### src/rtl/dds_out_pkg.sv
// Shared types and constants for the DAC output stage.
package dds_out_pkg;

    typedef enum logic [1:0] {
        RUN      = 2'd0,
        FADE_OUT = 2'd1,
        MUTE     = 2'd2,
        FADE_IN  = 2'd3
    } dac_state_t;

    localparam logic [13:0] DAC_MIDSCALE = 14'h2000;
    localparam logic [2:0]  MODE_INVALID = 3'b111;
    localparam logic [7:0]  GAIN_UNITY   = 8'd128;

    // Galois LFSR for x^16 + x^14 + x^13 + x^11 + 1, right-shifting form.
    localparam logic [15:0] LFSR_SEED = 16'hACE1;
    localparam logic [15:0] LFSR_TAPS = 16'hB400;

endpackage

### src/rtl/dac_dither_lfsr.sv
// 16-bit Galois LFSR supplying one dither bit per cycle to the DAC stage.
module dac_dither_lfsr
    import dds_out_pkg::*;
(
    input  logic clk,
    input  logic rst_n,
    output logic dith_bit
);

    logic [15:0] lfsr_q;
    logic [15:0] lfsr_d;

    // Shift right and fold the taps back in when a one falls off the end.
    always_comb begin
        lfsr_d = {1'b0, lfsr_q[15:1]} ^ (lfsr_q[0] ? LFSR_TAPS : 16'h0000);
    end

    // Free-running register, reseeded on reset.
    always_ff @(posedge clk) begin
        if (!rst_n) begin
            lfsr_q <= LFSR_SEED;
        end else begin
            lfsr_q <= lfsr_d;
        end
    end

    assign dith_bit = lfsr_q[0];

endmodule

### src/rtl/dac_out_stage.sv
// DAC output stage: gain with saturation, click-free fade/mute sequencing
// and conversion to offset-binary. Optional LSB dither with DAC_DITHER_EN.
module dac_out_stage
    import dds_out_pkg::*;
#(
    parameter int DW          = 14,
    parameter int FADE_LOG2   = 6,
    parameter int MUTE_CYCLES = 16
) (
    input  logic                 clk_100M,
    input  logic                 rst_n,
    input  logic signed [DW-1:0] sample_in,
    input  logic [2:0]           mode,
    input  logic [7:0]           gain,
    input  logic                 out_en,
    output logic [DW-1:0]        dac_data,
    output logic                 busy,
    output logic                 clip
);

    localparam int FW = FADE_LOG2 + 1;
    localparam int MW = (MUTE_CYCLES > 1) ? $clog2(MUTE_CYCLES) : 1;
    localparam int GW = DW + 9;
    localparam int PW = DW + FW + 1;

    localparam logic [FW-1:0]        FADE_FULL = FW'(1 << FADE_LOG2);
    localparam logic [MW-1:0]        MUTE_LAST = MW'(MUTE_CYCLES - 1);
    localparam logic signed [GW-1:0] S_MAX     = GW'((1 << (DW - 1)) - 1);
    localparam logic signed [GW-1:0] S_MIN     = GW'(-(1 << (DW - 1)));
    localparam logic [DW-1:0]        MIDSCALE  = {1'b1, {(DW - 1){1'b0}}};

    // Apply Q1.7 gain and clamp to the signed DW-bit range; MSB of result is the clip flag.
    function automatic logic [DW:0] gain_sat(input logic signed [DW-1:0] s,
                                             input logic [7:0]           g);
        logic signed [GW-1:0] prod;
        logic signed [GW-1:0] shifted;
        logic [DW:0]          r;
        prod    = GW'(s) * GW'($signed({1'b0, g}));
        shifted = prod >>> 7;
        if (shifted > S_MAX) begin
            r = {1'b1, DW'(S_MAX)};
        end else if (shifted < S_MIN) begin
            r = {1'b1, DW'(S_MIN)};
        end else begin
            r = {1'b0, DW'(shifted)};
        end
        return r;
    endfunction

    // Scale by fade_cnt / 2**FADE_LOG2; full count is an exact pass-through.
    function automatic logic signed [DW-1:0] fade_scale(input logic signed [DW-1:0] p,
                                                        input logic [FW-1:0]        f);
        logic signed [PW-1:0] prod;
        logic signed [PW-1:0] shifted;
        prod    = PW'(p) * PW'($signed({1'b0, f}));
        shifted = prod >>> FADE_LOG2;
        return DW'(shifted);
    endfunction

    // Two's-complement to offset-binary: flip the sign bit.
    function automatic logic [DW-1:0] to_offset(input logic signed [DW-1:0] q);
        return {~q[DW-1], q[DW-2:0]};
    endfunction

`ifdef DAC_DITHER_EN
    // Add one LSB of dither, clamping at the top code.
    function automatic logic [DW-1:0] dither_add(input logic [DW-1:0] w, input logic b);
        logic [DW-1:0] r;
        if (b && (w == {DW{1'b1}})) begin
            r = w;
        end else begin
            r = w + DW'(b);
        end
        return r;
    endfunction
`endif

    // Pipeline state (data path is not reset; control and output word are).
    logic signed [DW-1:0] samp_p0_q, samp_p0_d;
    logic signed [DW-1:0] gsamp_p1_q, gsamp_p1_d;
    logic                 clip_p1_q, clip_p1_d;
    logic [DW-1:0]        dac_data_q, dac_data_d;
    logic                 clip_p2_q, clip_p2_d;

    // Sequencer state.
    dac_state_t    state_q, state_d;
    logic [FW-1:0] fade_cnt_q, fade_cnt_d;
    logic [MW-1:0] mute_cnt_q, mute_cnt_d;
    logic [2:0]    mode_q, mode_d;
    logic          busy_q, busy_d;

    logic          trig;
    logic [DW:0]   gsat;
    logic signed [DW-1:0] scaled;
    logic [DW-1:0] off_word;

`ifdef DAC_DITHER_EN
    logic dith_bit;

    dac_dither_lfsr u_dither (
        .clk      (clk_100M),
        .rst_n    (rst_n),
        .dith_bit (dith_bit)
    );
`endif

    assign trig = (mode != mode_q) | ~out_en | (mode == MODE_INVALID);

    // Stage boundaries: S1 capture, S2 gain/saturate, S3 fade scale and offset conversion.
    always_comb begin
        samp_p0_d  = sample_in;
        gsat       = gain_sat(samp_p0_q, gain);
        gsamp_p1_d = $signed(gsat[DW-1:0]);
        clip_p1_d  = gsat[DW];
        scaled     = fade_scale(gsamp_p1_q, fade_cnt_q);
        off_word   = to_offset(scaled);
`ifdef DAC_DITHER_EN
        dac_data_d = dither_add(off_word, dith_bit && (fade_cnt_q != '0));
`else
        dac_data_d = off_word;
`endif
        clip_p2_d  = clip_p1_q;
    end

    // Fade/mute sequencer: next state and counters; busy tracks the state one cycle late.
    always_comb begin
        state_d    = state_q;
        fade_cnt_d = fade_cnt_q;
        mute_cnt_d = mute_cnt_q;
        mode_d     = mode;
        busy_d     = (state_q != RUN);
        case (state_q)
            RUN: begin
                if (trig) begin
                    state_d = FADE_OUT;
                end
            end
            FADE_OUT: begin
                if (fade_cnt_q <= FW'(1)) begin
                    fade_cnt_d = '0;
                    mute_cnt_d = '0;
                    state_d    = MUTE;
                end else begin
                    fade_cnt_d = fade_cnt_q - FW'(1);
                end
            end
            MUTE: begin
                if (trig) begin
                    mute_cnt_d = '0;
                end else if (mute_cnt_q >= MUTE_LAST) begin
                    mute_cnt_d = '0;
                    state_d    = FADE_IN;
                end else begin
                    mute_cnt_d = mute_cnt_q + MW'(1);
                end
            end
            FADE_IN: begin
                if (trig) begin
                    state_d = FADE_OUT;
                end else if (fade_cnt_q >= (FADE_FULL - FW'(1))) begin
                    fade_cnt_d = FADE_FULL;
                    state_d    = RUN;
                end else begin
                    fade_cnt_d = fade_cnt_q + FW'(1);
                end
            end
            default: begin
                state_d = MUTE;
            end
        endcase
    end

    // S1/S2 data registers.
    always_ff @(posedge clk_100M) begin
        samp_p0_q  <= samp_p0_d;
        gsamp_p1_q <= gsamp_p1_d;
    end

    // Control, clip flags and the S3 output word; reset parks the DAC at midscale.
    always_ff @(posedge clk_100M) begin
        if (!rst_n) begin
            state_q    <= MUTE;
            fade_cnt_q <= '0;
            mute_cnt_q <= '0;
            mode_q     <= mode;
            busy_q     <= 1'b1;
            clip_p1_q  <= 1'b0;
            clip_p2_q  <= 1'b0;
            dac_data_q <= MIDSCALE;
        end else begin
            state_q    <= state_d;
            fade_cnt_q <= fade_cnt_d;
            mute_cnt_q <= mute_cnt_d;
            mode_q     <= mode_d;
            busy_q     <= busy_d;
            clip_p1_q  <= clip_p1_d;
            clip_p2_q  <= clip_p2_d;
            dac_data_q <= dac_data_d;
        end
    end

    assign dac_data = dac_data_q;
    assign busy     = busy_q;
    assign clip     = clip_p2_q;

endmodule
### config.mk
export PLATFORM = sky130hd
export DESIGN_NAME = dac_out_stage
export DESIGN_NICKNAME = d
export VERILOG_FILES = /design/src/rtl/dds_out_pkg.sv /design/src/rtl/dac_dither_lfsr.sv /design/src/rtl/dac_out_stage.sv
export SDC_FILE = /design/constraint.sdc
export NUM_CORES = 1
export LEC_CHECK = 0
export ABC_AREA = 1
export CAP_MARGIN = 40
export CORE_ASPECT_RATIO = 0.6
export CORE_MARGIN = 1.5
export CORE_UTILIZATION = 55
export CTS_CLUSTER_SIZE = 24
export DETAILED_ROUTE_END_ITERATION = 7
export PLACE_DENSITY_LB_ADDON = 0.08
export SLEW_MARGIN = 20
export SYNTH_ARGS = -nofsm -noshare
export SYNTH_HDL_FRONTEND = slang
export SYNTH_SLANG_ARGS = --single-unit
### constraint.sdc
create_clock -name clk_100M -period 7.2 [get_ports clk_100M]
set_input_delay 0.72 -clock clk_100M [delete_from_list [all_inputs] [get_ports clk_100M]]
set_output_delay 0.72 -clock clk_100M [all_outputs]
set_load 0.01 [all_outputs]
==> results of run 1 <==
==> tightest hold or removal path: cells and delay by family, from the launching register on <==
family | cells | cell delay [ns]
flip-flops | 1 | 0.33
AND/OR/NAND/NOR | 1 | 0.07
AO/OA/AOI/OAI | 1 | 0.05
==> final cells by class <==
class,instances,area [um^2]
clock inverters,6,86.3
flip-flops and latches,61,1220
fillers,1650,7030
well taps,240,300
multi-input cells,862,7100
inverters,408,1530
clock buffers,10,239
repair buffers,46,460
==> logic make-up (layout without fill, tap and decap cells) <==
| group | count (synthesis) | after routing | share of synthesized area, % |
|---|---|---|---|
| adder cells (fa/ha/maj) | 246 | 246 | 42.5 |
| XOR/XNOR | 23 | 23 | 2.01 |
| AND/OR/NAND/NOR | 471 | 471 | 19.5 |
| flip-flops | 61 | 61 | 12.2 |
| AO/OA/AOI/OAI | 122 | 122 | 6.69 |
| buffers and inverters | 448 | 470 | 17.1 |
==> state kept, by name (all words and copies together) (netlist names) <==
name and cells:
fade_cnt_q 7, busy 1, mute_cnt_q 4, clip_p1_q 1, mode_q 3, dac_data 14
clip 1, samp_p0_q 14, state_q 2, gsamp_p1_q 14
==> cells in the final DEF (no fill, tap or decap), types with 8 or more instances in the layout <==
cell,count
dfxtp_1,61
fa_1,159
inv_1,406
nand2_1,337
nand2_2,10
ha_1,87
xor2_1,15
nor2_1,53
clkbuf_16,9
xnor2_1,8
o21ai_0,38
a21oi_1,59
nand4_1,10
or2_2,8
clkdlybuf4s50_1,43
nand3_1,34
==> layer usage <==
metal,GRT usage (%),wire length [um]
met5,0,0
met4,3.84,121
met3,6.21,1720
met2,35.2,8250
met1,40.5,11600
==> stage by stage <==
stage	area, um^2	worst slack (ns)
finish	10900	1.24
global route	10900	0.836
CTS	10900	1.32
detailed placement	10600	0.985
global placement	10600	1.03
floorplan	10000	2.31
==> power by group through the flow <==
stage | clock network (uW) | logic (uW) | registers, uW
after floorplan | 0 | 1680 | 477
after global placement | 0 | 1960 | 528
after detailed placement | 0 | 1990 | 528
after CTS | 506 | 2010 | 521
after global routing | 513 | 2360 | 532
final | 491 | 2020 | 523
==> worst max-delay path by stage <==
stage | start | end | depth (start not counted)
finish | gain[3] | gsamp_p1_q[1]$_SDFF_PN1_ | 23
global route | gain[0] | gsamp_p1_q[2]$_SDFF_PN1_ | 21
CTS | gain[3] | gsamp_p1_q[7]$_SDFF_PN1_ | 23
detailed placement | gain[3] | gsamp_p1_q[7]$_SDFF_PN1_ | 23
global placement | gain[0] | clip_p1_q$_SDFF_PN0_ | 21
floorplan | gain[5] | gsamp_p1_q[0]$_SDFF_PN1_ | 21
==> metrics.md, run 1 <==
| Metric | Value |
|---|---|
| Clock Pin Slew Worst Setup and Hold Paths | `0.06 ns` |
| Ys flop type | `dfxtp_1` |
| CTS Hold Bufs | `0` |
| Final hold slack | `0.506 ns` |
| Clk Latency, worst-skew pair | `0.35 ns` |
| Pint | `1460 uW` |
| Worst Hold Path EP | `mute_cnt_q[0]$_SDFFE_PN0P_` |
| Rows | `38` |
| WS Path Type | `input pin to register` |
| Final setup violation count | `0` |
| Period utilization | `82.8%` |
| Largest net degree at the start of global routing | `23` |
| Outcome | `finished, final reports clean` |
| RR Endpoint | `gsamp_p1_q[1]$_SDFF_PN1_` |
| Psw | `1580 uW` |
| RSZ-0062 raised after global routing | `no` |
| Final Power | `3030 uW` |
| First-iteration detailed-routing DRC count | `599` |
| Sequential power share | `17.2%` |
| Core Region | `18000 um^2` |
| Leak | `0.00651 uW` |
| EDFF count, synth | `0` |
| Synth Net Count | `1645` |
| Register area share after synthesis | `12.2%` |
| Max Clk Rate | `168 MHz` |
| Synth area leaders | `fa_1 (32%), inv_1 (15%), nand2_1 (13%)` |
| Syn_area_per_cell | `7.32 um^2` |
| R2r setup slk | `2.01 ns` |
| Most instantiated cells after synthesis | `inv_1 (406), nand2_1 (337), fa_1 (159)` |
| Distinct cell type count after synthesis | `39` |
| Critical path startpoint category | `input pin` |
| Worst-margin pin slew | `0.827 ns` |
| CP delay by family, top | `adder cells` |
| Arrival time worst endpoint | `6.19 ns` |
| Tmin final | `5.96 ns` |
| Most common cell on crit path | `inv_1` |
| Max incr delay on CP | `0.76 ns` |
| Switching portion of total power | `52.0%` |
| Ports | `44` |
| Pwr/cell area | `277 nW/um^2` |
| Setup TNS | `0 ns` |
| Worst Path Buf+Inv | `8` |
| Hold Crit Class | `register to register` |
| Finished Core Util | `60.9%` |
| Dpl hpwl | `17.8 mm` |
| Cells on worst reg2reg path | `20` |
| Die area | `19100 um^2` |
| Top cell type's share of synthesized area | `31.7%` |
| Initial antenna violation count | `0` |
| 1st-pass router iterations | `5` |
| Max-slew violations | `0` |
| Mapped Cells | `1371` |
| Residual DRC | `0` |
| WP data required | `7.43 ns` |
| CTS Root Cell | `clkbuf_16` |
| Hold Crit Start | `mute_cnt_q[0]$_SDFFE_PN0P_` |
| Tot GR Track Use | `25.5%` |
| Skew final | `0.0118 ns` |
| Htree depth | `3` |
| Crit path cell chain | `clkdlybuf4s50_1 -> nand2_1 -> inv_1 -> fa_1 -> inv_1 -> fa_1 -> inv_1 -> fa_1 -> inv_1 -> fa_1 -> inv_1 -> ha_1 -> nand2_1 -> inv_1 -> nand3_1 -> nor2_1 -> nand4_1 -> nand3_1 -> nand2_1 -> nand2_2 -> inv_1 -> nand2_2 -> nand2_1` |
| Initial Util | `55.9%` |
| Max-cap violation count | `0` |
| Most frequently used cell type in the post-synthesis netlist | `inv_1` |
| Clock sinks | `61` |
| ANT nets after route | `0` |
| Post-synth ARST share | `0%` |
| Ys Warns | `0` |
| Combinational share of power | `66.6%` |
| TritonCTS Buffers | `9` |
| Setup crit end kind | `register` |
| Synth area leader | `fa_1` |
| Gr ovfl total | `0` |
| Slowest CP cell | `clkdlybuf4s50_1` |
| Nets | `1662` |
| Layout cell share with drive strength beyond 1 | `3.45%` |
| Number of global-route vias before repair | `7811` |
| Setup Buffers After CTS | `0` |
| Hold Path Depth | `2` |
| Layout area overhead | `8.97%` |
| Post-Route WL | `21.7 mm` |
| Diodes inserted | `0` |
| First-pass GRT wire length | `38.2 mm` |
| Post-cts resize count | `0` |
| Mapped Area | `10000 um^2` |
| CP max FO | `14` |
| Post-Layout Cell Count | `1633` |
| Via count | `8060` |
| Die X-Extent | `177 um` |
| VDD IR-drop max | `0.203 mV` |
| CTS tree | `yes` |
| Via density | `4.94` |
| IO buf count | `43` |
| Max transition margin | `44.8%` |
| Endpoints failing hold | `0` |
| Wire per inst | `13.3 um` |
| Flops & latches, synth | `61` |
| Reg-to-reg startpoint | `samp_p0_q[13]$_DFF_P_` |
| Clock share of power | `16.2%` |
| Die height | `108 um` |
| RD Place Congestion | `0.916` |
| Post-Place Cells | `1616` |
| Deepest clock path buffer count | `2` |
No activity file was read; power rests on OpenSTA's default activity.
==> run 2, diff against run 1 <==
Clock period 7.2 ns to 5.08 ns, I/O delays scaled along.
==> run 2 against run 1 <==
  * Worst setup slack got worse by 1.1 ns
  * Clock power grew 43%
  * Global-route usage is 0.45 points higher
  * Non-clock buffer count up 86
  * Register-to-register slack got worse by 1.7 ns
  * Sequential power up 42%
  * Routed wire length increased by 7.6%
  * Sequential cell count unchanged
  * Utilization is 5.6 points higher
  * Clock skew barely moved
  * Die area is the same
  * Critical path type unchanged
  * Critical endpoint is now gsamp_p1_q[8]$_SDFF_PN1_
  * Largest cell class unchanged
==> metrics.md, run 2 (synthesis gave the netlist of run 1 again) <==
| Metric | Value |
|---|---|
| Arrival time worst endpoint | `5.15 ns` |
| Deepest clock path buffer count | `2` |
| Slowest CP cell | `fa_1` |
| Pint | `2940 uW` |
| CTS tree | `yes` |
| Worst Path Buf+Inv | `7` |
| First-pass GRT wire length | `38.9 mm` |
| Clock share of power | `12.0%` |
| Pwr/cell area | `488 nW/um^2` |
| CP delay by family, top | `adder cells` |
| Hold Path Depth | `2` |
| Max Clk Rate | `204 MHz` |
| Dpl hpwl | `18.5 mm` |
| Via count | `8532` |
| Pre-CTS setup slack | `-0.378 ns` |
| Diodes inserted | `0` |
| Residual DRC | `0` |
| Tmin final | `4.91 ns` |
| Via density | `4.96` |
| Worst-margin pin slew | `0.835 ns` |
| Post-place instance area | `11200 um^2` |
| Max-slew violations | `0` |
| Clock Pin Slew Worst Setup and Hold Paths | `0.07 ns` |
| Core Region | `18000 um^2` |
| Number of global-route vias before repair | `8341` |
| Design area | `12000 um^2` |
| Clock sinks | `61` |
| ANT nets after route | `0` |
| Initial antenna violation count | `0` |
| Max transition margin | `43.7%` |
| Tot GR Track Use | `26.0%` |
| RD Place Congestion | `0.947` |
| 1st-pass router iterations | `6` |
| Cells on worst reg2reg path | `23` |
| Rows | `38` |
| Switching portion of total power | `49.6%` |
| Finished Core Util | `66.5%` |
| Gr ovfl total | `0` |
| Die height | `108 um` |
| Fill cell count | `1573` |
| Final hold slack | `0.482 ns` |
| Max-cap violation count | `0` |
| Largest net degree at the start of global routing | `22` |
| Skew final | `0.0118 ns` |
| Commonest cells after routing, fill and taps aside | `inv_1 (401), nand2_1 (333), fa_1 (157)` |
| Leak | `0.00700 uW` |
| Most common cell after layout, fill and taps aside | `inv_1` |
| Layout cell share with drive strength beyond 1 | `11.9%` |
| Wire per inst | `13.6 um` |
| Most common cell on crit path | `nand2_1` |
| Clk Latency, worst-skew pair | `0.36 ns` |
| Htree depth | `3` |
| Hold Crit Class | `register to register` |
| Outcome | `finished, final reports clean` |
| Max incr delay on CP | `0.53 ns` |
| CTS Root Cell | `clkbuf_16` |
| Die X-Extent | `177 um` |
| WP data required | `5.33 ns` |
| Nets | `1750` |
| TritonCTS Buffers | `9` |
| Post-Route WL | `23.3 mm` |
| First-iteration detailed-routing DRC count | `647` |
| Setup crit end kind | `register` |
| WS Path Type | `input pin to register` |
| Layout area overhead | `19.1%` |
| Setup TNS | `0 ns` |
| Period utilization | `96.6%` |
| Final setup violation count | `0` |
| CTS Hold Bufs | `0` |
| Critical path startpoint category | `input pin` |
| Endpoints failing hold | `0` |
| Final worst setup slack | `0.175 ns` |
| Initial Util | `55.9%` |
| Psw | `2890 uW` |
| Sequential power share | `12.7%` |
| CP max FO | `11` |
| WP depth | `26` |
| Ports | `44` |
| Die area | `19100 um^2` |
| Combinational share of power | `75.2%` |
| VDD IR-drop max | `0.446 mV` |
| IO buf count | `43` |
run 2: worst paths after layout:
check                        start                  endpoint  slack, ns
min           clip_p1_q$_SDFF_PN0_           clip$_SDFF_PN0_       0.48
min reg2reg   clip_p1_q$_SDFF_PN0_           clip$_SDFF_PN0_       0.48
max                        gain[4]  gsamp_p1_q[8]$_SDFF_PN1_       0.17
max reg2reg  samp_p0_q[13]$_DFF_P_  gsamp_p1_q[8]$_SDFF_PN1_       0.35
run 2: area by class of cell:
| cell class | count | area (um^2) | area share (%) |
|---|---|---|---|
| multi-input cells | 864 | 7400 | 61.9 |
| inverters | 408 | 1540 | 12.9 |
| flip-flops and latches | 61 | 1220 | 10.2 |
| repair buffers | 132 | 1160 | 9.70 |
| well taps | 240 | 300 | 2.51 |
| clock buffers | 9 | 225 | 1.88 |
| clock inverters | 7 | 98.8 | 0.827 |
run 2: layer usage:
layer	global-route usage, %	vias to the layer above	share of wire, %
li1	-	4195	-
met1	39.0	4068	50
met2	38.5	251	40
met3	6.25	18	9.2
met4	4.02	0	0.78
met5	0	-	0
run 2: worst reg2reg max path, stage by stage, from the launching register on:
cell and delay [ns]:
dfxtp_1 0.41, nand2_2 0.11, inv_2 0.06, fa_1 0.59
clkinvlp_4 0.21, fa_1 0.55, inv_1 0.05, fa_1 0.48
inv_1 0.06, fa_1 0.53, inv_1 0.07, ha_4 0.27
nand2_1 0.09, inv_1 0.05, nand2_1 0.06, nand2_1 0.06
inv_2 0.07, nor2_1 0.05, nor2_2 0.17, nand4_1 0.23
nand2_8 0.22, nand2_8 0.10, nand3_1 0.08, nand2_1 0.06
run 2: through the flow:
stage	cells	power, uW
2_1_floorplan	1371	3050
3_3_place_gp	1698	4170
3_5_place_dp	1698	4240
4_1_cts	1714	5000
5_1_grt	1721	6360
6_report	1721	5830
run 2: timing repair:
| action | in CTS | in global routing |
|---|---|---|
| resized for setup | 1 | 63 |
| gates cloned | 0 | 4 |
| endpoints found under the setup margin | 14 | 14 |
| pin swaps | 0 | 23 |
| setup buffers | 0 | 2 |
run 2: power by group through the flow:
stage,clock network (uW),registers [uW],logic [uW]
final,702,742,4390
after global routing,732,753,4880
after CTS,710,736,3550
after detailed placement,0,745,3500
after global placement,0,747,3420
after floorplan,0,676,2380
